===== src/rtl/godson_apb_pkg.sv =====
// godson_apb_pkg: shared APB register map, CTRL field layout and bus FSM states
package godson_apb_pkg;
  localparam int NUM_REGS = 5;
  localparam logic [2:0] REG_CTRL = 3'd0;
  localparam logic [2:0] REG_PERIOD = 3'd1;
  localparam logic [2:0] REG_COMPARE = 3'd2;
  localparam logic [2:0] REG_COUNT = 3'd3;
  localparam logic [2:0] REG_STATUS = 3'd4;
  localparam int CTRL_EN = 0;
  localparam int CTRL_IRQ_EN = 1;
  localparam int CTRL_ONESHOT = 2;
  localparam int CTRL_PRE_LSB = 8;
  localparam int CTRL_PRE_MSB = 15;
  typedef enum logic {ST_IDLE, ST_ACK} apb_state_t;
endpackage


===== src/rtl/godson_apb_resp_if.sv =====
// godson_apb_resp_if: APB responder FSM, word decode, write strobes and registered read data
module godson_apb_resp_if
  import godson_apb_pkg::*;
#(
  parameter int ADDR_APB = 32,
  parameter int DATA_APB_32 = 32
) (
  input  logic                                  clock,
  input  logic                                  reset,
  input  logic                                  apb_psel,
  input  logic [ADDR_APB-1:0]                   apb_paddr,
  input  logic                                  apb_pwrite,
  input  logic                                  apb_penable,
  input  logic [NUM_REGS-1:0][DATA_APB_32-1:0]  rd_regs,
  output logic [DATA_APB_32-1:0]                apb_prdata,
  output logic                                  apb_ack,
  output logic [NUM_REGS-1:0]                   wr_sel
);
  apb_state_t state;
  logic start;
  logic [2:0] idx;
  logic [7:0][DATA_APB_32-1:0] rd_tab;
  logic unused_addr;
  assign idx = apb_paddr[4:2];
  assign start = (state == ST_IDLE) & apb_psel & apb_penable;
  assign rd_tab = {{(8-NUM_REGS)*DATA_APB_32{1'b0}}, rd_regs};
  assign wr_sel = {NUM_REGS{start & apb_pwrite}} & NUM_REGS'(1 << idx);
  assign unused_addr = ^{apb_paddr[ADDR_APB-1:5], apb_paddr[1:0]};
  // accept in IDLE, ack for exactly one cycle, then drop read data
  always_ff @(posedge clock or negedge reset)
    if (!reset) begin
      state <= ST_IDLE;
      apb_ack <= 1'b0;
      apb_prdata <= '0;
    end else if (state == ST_IDLE) begin
      if (start) begin
        state <= ST_ACK;
        apb_ack <= 1'b1;
        apb_prdata <= rd_tab[idx];
      end
    end else begin
      state <= ST_IDLE;
      apb_ack <= 1'b0;
      apb_prdata <= '0;
    end
endmodule


===== src/rtl/godson_apb_timer.sv =====
// godson_apb_timer: prescaled period timer with compare PWM and overflow interrupt on APB
module godson_apb_timer
  import godson_apb_pkg::*;
#(
  parameter int ADDR_APB = 32,
  parameter int DATA_APB_32 = 32,
  parameter int CNT_W = 24
) (
  input  logic                   clock,
  input  logic                   reset,
  input  logic                   apb_psel,
  input  logic [ADDR_APB-1:0]    apb_paddr,
  input  logic                   apb_pwrite,
  input  logic                   apb_penable,
  input  logic [DATA_APB_32-1:0] apb_pwdata,
  output logic [DATA_APB_32-1:0] apb_prdata,
  output logic                   apb_ack,
  output logic                   irq,
  output logic                   pwm_out
);
  logic en, irq_en, oneshot, ovf, tick, wrap, ovf_set, w1c, unused_wdata;
  logic [7:0] prescale, pre_cnt;
  logic [CNT_W-1:0] period, compare, count;
  logic [NUM_REGS-1:0] wr_sel;
  logic [NUM_REGS-1:0][DATA_APB_32-1:0] rd_regs;
  godson_apb_resp_if #(.ADDR_APB(ADDR_APB), .DATA_APB_32(DATA_APB_32)) u_resp (
    .clock(clock), .reset(reset), .apb_psel(apb_psel), .apb_paddr(apb_paddr),
    .apb_pwrite(apb_pwrite), .apb_penable(apb_penable), .rd_regs(rd_regs),
    .apb_prdata(apb_prdata), .apb_ack(apb_ack), .wr_sel(wr_sel)
  );
  assign rd_regs[REG_CTRL] = DATA_APB_32'({prescale, 5'b0, oneshot, irq_en, en});
  assign rd_regs[REG_PERIOD] = DATA_APB_32'(period);
  assign rd_regs[REG_COMPARE] = DATA_APB_32'(compare);
  assign rd_regs[REG_COUNT] = DATA_APB_32'(count);
  assign rd_regs[REG_STATUS] = DATA_APB_32'(ovf);
  assign tick = en & (pre_cnt == prescale);
  assign wrap = tick & (count == period);
  assign ovf_set = wrap & ~wr_sel[REG_COUNT];
  assign w1c = wr_sel[REG_STATUS] & apb_pwdata[0];
  assign unused_wdata = ^apb_pwdata;
  // configuration registers; a CTRL write beats the one-shot auto-disable
  always_ff @(posedge clock or negedge reset)
    if (!reset) begin
      en <= 1'b0;
      irq_en <= 1'b0;
      oneshot <= 1'b0;
      prescale <= '0;
      period <= '0;
      compare <= '0;
    end else begin
      if (wr_sel[REG_CTRL]) begin
        en <= apb_pwdata[CTRL_EN];
        irq_en <= apb_pwdata[CTRL_IRQ_EN];
        oneshot <= apb_pwdata[CTRL_ONESHOT];
        prescale <= apb_pwdata[CTRL_PRE_MSB:CTRL_PRE_LSB];
      end else if (ovf_set & oneshot) en <= 1'b0;
      if (wr_sel[REG_PERIOD]) period <= apb_pwdata[CNT_W-1:0];
      if (wr_sel[REG_COMPARE]) compare <= apb_pwdata[CNT_W-1:0];
    end
  // prescaler, period counter and overflow flag; COUNT write overrides a tick, hardware set beats W1C
  always_ff @(posedge clock or negedge reset)
    if (!reset) begin
      pre_cnt <= '0;
      count <= '0;
      ovf <= 1'b0;
    end else begin
      pre_cnt <= (wr_sel[REG_COUNT] | ~en | tick) ? 8'd0 : pre_cnt + 8'd1;
      count <= (wr_sel[REG_COUNT] | wrap) ? '0 : tick ? count + CNT_W'(1) : count;
      ovf <= ovf_set | (ovf & ~w1c);
    end
  // registered PWM and interrupt outputs
  always_ff @(posedge clock or negedge reset)
    if (!reset) begin
      pwm_out <= 1'b0;
      irq <= 1'b0;
    end else begin
      pwm_out <= en & (count < compare);
      irq <= ovf & irq_en;
    end
endmodule

===== config.mk =====
export PLATFORM = sky130hd
export DESIGN_NAME = godson_apb_timer
export DESIGN_NICKNAME = d
export VERILOG_FILES = /design/src/rtl/godson_apb_pkg.sv /design/src/rtl/godson_apb_resp_if.sv /design/src/rtl/godson_apb_timer.sv
export SDC_FILE = /design/constraint.sdc
export NUM_CORES = 1
export LEC_CHECK = 0
export ABC_AREA = 0
export ABC_CLOCK_PERIOD_IN_PS = 2300
export CAP_MARGIN = 25
export CORE_MARGIN = 2
export CORE_UTILIZATION = 41
export CTS_CLUSTER_DIAMETER = 120
export CTS_CLUSTER_SIZE = 25
export DETAILED_ROUTE_END_ITERATION = 12
export PLACE_DENSITY_LB_ADDON = 0.05
export SYNTH_ARGS = -nofsm -noshare
export SYNTH_HDL_FRONTEND = slang
export SYNTH_SLANG_ARGS = --single-unit

===== constraint.sdc =====
create_clock -name clock -period 2.3 [get_ports clock]
set_input_delay 0.69 -clock clock [delete_from_list [all_inputs] [get_ports clock]]
set_output_delay 0.69 -clock clock [all_outputs]
set_load 0.005 [all_outputs]

==> flow_summary_export.csv, run 1 <==
group,metric,value,unit
status,status,"complete, no violations",
cells_and_area,n_antenna_cell,0,
die,die_h,129,um
sta,skew,0.0127,ns
power_and_ir_drop,total_power,7.50,mW
grt,met3_usage,0.0462,
grt,overflow,0,
cells_and_area,final_nets,773,
sta,min_period,2.21,ns
cells_and_area,multi_input_area,0.00315,sq mm
die,rows,45,
synthesis,yosysWarnings,0,
clock_tree,cts.sinks,120,
routing,drtAntennaViolNets,0,
setup_path,crit_fanout,9,
power_and_ir_drop,power-per-cell-area,934,mW/mm^2
power_and_ir_drop,p_comb_frac,0.271,
grt,antenna_found_initial,0,
cells_and_area,fin_util,0.526,
setup_path,crit_path_end_kind,"register",
power_and_ir_drop,switching_share,0.324,
setup_path,r2r_start,"count[9]",
die,die-area,0.0167,sq mm
routing,routed_wl,16400,um
setup_path,criticalPathCategory,"input port to register",
routing,first_pass_iters,4,
clock_tree,clkSlewWorstSetupHoldPaths,0.05,ns
power_and_ir_drop,p_sw,2.43,mW
routing,wl_per_cell,18.1,um
synthesis,syn_inst,588,
grt,grtUsageMet2,0.338,
synthesis,syn_area,0.00642,sq mm
synthesis,ys_ff_latch,120,
cells_and_area,drive_above_1_share,0.213,
setup_path,r2r_setup_slack,0.19,ns
routing,viasPerCell,5.17,
clock_tree,clock_latency,0.41,ns
sta,fin_crit_sh,0.961,
die,die_w,129,um
sta,timing.hold.ws,0.230,ns
placement,place_area,0.00750,sq mm
placement,gp_congestion,0.811,
grt,gr-max-usage-layer,"met2",
cells_and_area,final-seq-area,0.00300,sq mm
sta,max_freq,453,MHz
power_and_ir_drop,power_frac_seq,0.407,
power_and_ir_drop,internal_power,5.07,mW
placement,io_buffers,58,
sta,fin_tns_setup,0,ns
placement,place_inst,871,
cells_and_area,fill_cells,1393,
routing,vias,4663,
clock_tree,tritoncts,"yes",
sta,rsz0062_at_grt,"true",
die,initial_utilization,0.421,
setup_path,arrival,2.50,ns
grt,grt_max_degree,47,
die,coreArea,0.0153,sq mm
synthesis,yosys.cell_types.count,44,
cells_and_area,syn2layout_area_growth,25.1,%
synthesis,ys_seq_area_frac,0.468,
hold_path,hp-class,"input port to asynchronous set/reset pin",
clock_tree,cts-buffers-inserted,17,
cells_and_area,final_area,0.00803,sq mm
sta,max_slew_margin,0.367,
grt,grt_pass1_wl,26700,um
sta,hold_viol,0,
setup_path,timing.rr.end,"count[0]",
clock_tree,clk_path_buf_depth,2,
setup_path,required,2.59,ns
power_and_ir_drop,ir_drop,532,uV
sta,worstMarginPinSlew,0.947,ns
setup_path,crit_start,"apb_psel",
sta,slew_viol_final,0,
run,cap_violations,0,
routing,drtIter0Drc,195,
sta,postLayoutSetupSlackWorst,0.0903,ns
die,ioPinCount,104,
routing,drc,0,
clock_tree,root_buffer,"clkbuf_16",
cells_and_area,layoutNonFillerInstCount,902,
grt,grt_pass1_vias,4812,
power_and_ir_drop,power_leakage,3.52,nW
clock_tree,htree_num_levels,4,
synthesis,postSynthAreaPerCell,10.9,sq um
setup_path,crit_path_start_kind,"input port",
sta,setup_viol_count_final,0,
grt,grt_use_met1,0.294,
placement,pre_cts_ws,-0.320,ns
grt,grt_usage,0.213,
power_and_ir_drop,p_clk_frac,0.322,
setup_path,rr_worst_depth,7,
placement,hpwl,12000,um
-- layout by cell type, fill, tap and decap left out, types with 2 or more instances in the layout --
master / n
xnor2_1: 43
nor2_1: 39
mux4_1: 2
nor3_1: 10
mux4_2: 9
and3_2: 4
and2_2: 2
dfrtp_1: 120
nand2b_1: 3
nand3_1: 17
nand3_2: 2
nor4_1: 4
xor2_1: 17
nor2b_1: 5
inv_1: 29
buf_4: 33
mux2_2: 48
clkinv_2: 7
a22oi_1: 13
and3_1: 5
clkbuf_16: 17
ha_1: 25
and2_1: 3
clkdlybuf4s50_1: 57
nor4_4: 4
buf_12: 8
nor2_2: 3
o21ai_0: 43
nand4_1: 15
conb_1: 8
a21o_1: 4
a21oi_1: 10
a22o_1: 12
nand2_1: 50
clkbuf_1: 3
clkinvlp_4: 2
-- worst max-delay path: stages --
cell and delay [ns]:
clkdlybuf4s50_1 0.47, and3b_1 0.19, nand2_1 0.08, nor2_1 0.19, nand2_1 0.10, nor2_2 0.16, buf_4 0.25, mux2_2 0.36
-- cells in the mapped netlist, drive strengths merged --
cell / instances / area [sq um]
nand2: 50 / 188
o21a: 1 / 7.51
clkbuf: 12 / 45.0
inv: 29 / 109
o21ai: 43 / 215
dfrtp: 120 / 3000
a22oi: 13 / 97.6
o2111ai: 1 / 8.76
nor4: 9 / 116
xnor2: 43 / 377
o211ai: 1 / 7.51
or3: 1 / 6.26
mux4: 11 / 255
a21oi: 11 / 55.1
nor2: 42 / 165
nand3: 20 / 123
xor2: 17 / 149
buf: 21 / 153
nand2b: 3 / 18.8
a21o: 5 / 38.8
a22o: 12 / 105
and2: 5 / 33.8
mux2: 48 / 541
ha: 25 / 313
and3: 9 / 61.3
nor2b: 5 / 31.3
nand4: 16 / 106
a31oi: 1 / 6.26
a211oi: 1 / 7.51
conb: 1 / 3.75
and3b: 1 / 8.76
nor3: 11 / 66.3
-- cell type report --
type | count | share of cell area
flip-flops and latches | 120 | 0.374
repair buffers | 98 | 0.122
clock buffers | 21 | 0.0561
inverters | 29 | 0.0136
well taps | 211 | 0.0329
clock inverters | 10 | 0.00997
multi-input cells | 413 | 0.392
-- logic make-up (layout without fill, tap and decap cells) --
family,Yosys count,count (layout),synth area share
AND/OR/NAND/NOR,172,172,0.144
flip-flops,120,120,0.468
AO/OA/AOI/OAI,89,89,0.0855
buffers and inverters,62,158,0.0477
XOR/XNOR,60,60,0.0818
multiplexers,59,59,0.124
adder cells (fa/ha/maj),25,25,0.0487
other,1,8,0.000584
-- timing repair --
action / CTS / global route
setup endpoints to repair: 0 / 14
resized for setup: 0 / 0
endpoints found under the hold margin: 0 / 0
setup buffers: 0 / 0
hold buffers: 0 / 0
-- state kept, by name (all words and copies together) (netlist names) --
name	cells
compare	24
count	24
en	1
irq	1
irq_en	1
oneshot	1
ovf	1
period	24
pre_cnt	8
prescale	8
pwm_out	1
u_resp.apb_ack	1
u_resp.apb_prdata	24
u_resp.state	1
-- routing by layer --
metal / up-vias / wire length, um
met2: 90 / 7800
met5: - / 0
met1: 2327 / 7770
met3: 12 / 595
li1: 2234 / -
met4: 0 / 206
-- power groups by stage --
stage / clock network [mW] / logic [mW] / registers (mW)
CTS: 2.48 / 2.05 / 3.05
global route: 2.59 / 2.28 / 3.13
finish: 2.42 / 2.03 / 3.05
floorplan: 0 / 1.36 / 2.95
detailed placement: 0 / 2.02 / 3.09
global placement: 0 / 2.00 / 3.06
-- worst max path at each step --
stage          cells after the start  slack (ns)    endpoint
6_report                           8        0.09   period[6]
5_1_grt                            8       -0.03   period[6]
4_1_cts                            8         0.1   period[6]
3_5_place_dp                       8       -0.32   period[6]
3_3_place_gp                       8       -0.33   period[3]
2_1_floorplan                      8        0.19  period[10]
Power figures use the tool's default switching activity.
==> inputs of run 2 (changes only) <==
CORE_MARGIN = unset   (was 2)
SLEW_MARGIN = 0   (was unset)
==> run 2 against run 1 <==
Clock skew is 0.0047 ns lower. Largest power group unchanged. Via count is 0.32% lower. Critical path depth stayed put. First-iteration DRC count is 0.51% higher. Largest cell class unchanged. Highest routed layer unchanged. Global-route usage is 0.68 points higher. Flip-flop and latch count stayed put. Non-clock buffer count is 2 higher.
==> flow_summary_export.csv, run 2 (same netlist as run 1, synthesis figures left out) <==
group,metric,value,unit
grt,grt_max_degree,40,
sta,timing.hold.ws,0.267,ns
clock_tree,post_cts_buffers,0,
grt,grt_pass1_vias,4846,
sta,slew_viol_final,0,
setup_path,crit_start,"apb_psel",
sta,hold_viol,0,
clock_tree,clk_path_buf_depth,2,
setup_path,arrival,2.46,ns
cells_and_area,final_nets,775,
power_and_ir_drop,p_clk_frac,0.329,
setup_path,required,2.60,ns
status,status,"complete, no violations",
routing,drc,0,
sta,max_freq,463,MHz
setup_path,slowest_delay,0.47,ns
cells_and_area,syn2layout_area_growth,25.5,%
sta,postLayoutSetupSlackWorst,0.139,ns
cells_and_area,final_cell_mix,"120 x dfrtp_1, 57 x clkdlybuf4s50_1, 50 x nand2_1",
clock_tree,clkSlewWorstSetupHoldPaths,0.05,ns
routing,drtIter0Drc,196,
sta,skew,0.00798,ns
cells_and_area,fin_util,0.528,
routing,vias,4648,
setup_path,criticalPathCategory,"input port to register",
setup_path,crit_path_end_kind,"register",
routing,wl_per_cell,17.9,um
routing,viasPerCell,5.14,
placement,gp_congestion,0.840,
power_and_ir_drop,power_frac_seq,0.403,
power_and_ir_drop,p_sw,2.43,mW
placement,pre_cts_ws,-0.367,ns
setup_path,crit_path_start_kind,"input port",
placement,hpwl,12000,um
grt,grt_usage,0.220,
power_and_ir_drop,internal_power,5.14,mW
power_and_ir_drop,ir_drop,578,uV
sta,worstMarginPinSlew,0.951,ns
cells_and_area,n_antenna_cell,0,
cells_and_area,layoutNonFillerInstCount,904,
power_and_ir_drop,p_comb_frac,0.268,
power_and_ir_drop,power_leakage,3.54,nW
placement,io_buffers,58,
cells_and_area,layout_commonest_cell,"dfrtp_1",
placement,place_area,0.00750,sq mm
clock_tree,clock_latency,0.42,ns
sta,rsz0062_at_grt,"false",
clock_tree,root_buffer,"clkbuf_16",
setup_path,crit_fanout,9,
sta,setup_viol_count_final,0,
grt,antenna_found_initial,0,
setup_path,cp_slowest_cell,"clkdlybuf4s50_1",
die,rows,45,
clock_tree,cts.sinks,120,
run,cap_violations,0,
die,die-area,0.0162,sq mm
routing,drtAntennaViolNets,0,
power_and_ir_drop,switching_share,0.321,
die,initial_utilization,0.421,
setup_path,cp_cell_sequence,"clkdlybuf4s50_1 -> and3b_1 -> nand2_1 -> nor2_2 -> nand2_1 -> nor2_2 -> buf_4 -> mux2_2",
setup_path,r2r_start,"period[8]",
routing,routed_wl,16200,um
die,coreArea,0.0153,sq mm
clock_tree,htree_num_levels,4,
clock_tree,hold_buffers,0,
sta,max_slew_margin,0.365,
sta,min_period,2.16,ns
grt,grt_pass1_wl,26600,um
placement,place_inst,873,
hold_path,hp-class,"input port to asynchronous set/reset pin",
routing,first_pass_iters,4,
clock_tree,cts-buffers-inserted,17,
clock_tree,tritoncts,"yes",
sta,fin_crit_sh,0.939,
cells_and_area,drive_above_1_share,0.218,
die,ioPinCount,104,
grt,overflow,0,
die,die_w,127,um
cells_and_area,final_area,0.00806,sq mm
clock_tree,cts_resized,0,
die,die_h,127,um
power_and_ir_drop,power-per-cell-area,939,mW/mm^2
==> run 2: changes by cell type in the layout (fill, tap and decap cells not counted), sizes merged <==
cell	change
buf	+2
clkbuf	+1
clkinv	-1
==> run 2: cell type report <==
cell class	count	area [sq um]
Fill cell	1364	7200
Multi-Input combinational cell	413	3150
Sequential cell	120	3000
Timing Repair Buffer	100	981
Clock buffer	22	474
Tap cell	211	264
Inverter	29	109
Clock inverter	9	75.1
==> run 2: layer usage <==
metal	GRT usage	part of all wire	vias to the layer above
met3	0.0490	0.034	15
met2	0.356	0.48	79
li1	-	-	2230
met1	0.297	0.48	2324
met4	0.0623	0.012	0
met5	0	0	-
==> run 2: critical path, delay by kind of cell <==
family	cells	cell delay, ns
simple gates	5	0.70
mux	1	0.36
buf+inv	2	0.71
==> run 2: power by group through the flow <==
stage | logic [mW] | clock network, mW | registers, mW
4_1_cts | 2.06 | 2.55 | 3.05
3_3_place_gp | 2.01 | 0 | 3.07
5_1_grt | 2.29 | 2.64 | 3.12
2_1_floorplan | 1.36 | 0 | 2.95
6_report | 2.03 | 2.49 | 3.05
3_5_place_dp | 2.03 | 0 | 3.08
==> run 2: worst paths after layout <==
check / to / slack, ns / cells after the start
max: period[0] / 0.14 / 8
min: pre_cnt[1] / 0.27 / 1
max reg2reg: count[12] / 0.16 / 7
min reg2reg: u_resp.apb_ack / 0.46 / 1
max in group asynchronous: compare[5] / 1.45 / 2
min in group clock: u_resp.apb_ack / 0.46 / 1
==> run 2: per-stage QoR <==
| step | power (mW) | TNS (ns) |
|---|---|---|
| global route | 8.05 | 0 |
| global placement | 5.08 | -25.24 |
| detailed placement | 5.11 | -26.01 |
| CTS | 7.65 | 0 |
| finish | 7.56 | 0 |
| floorplan | 4.30 | 0 |
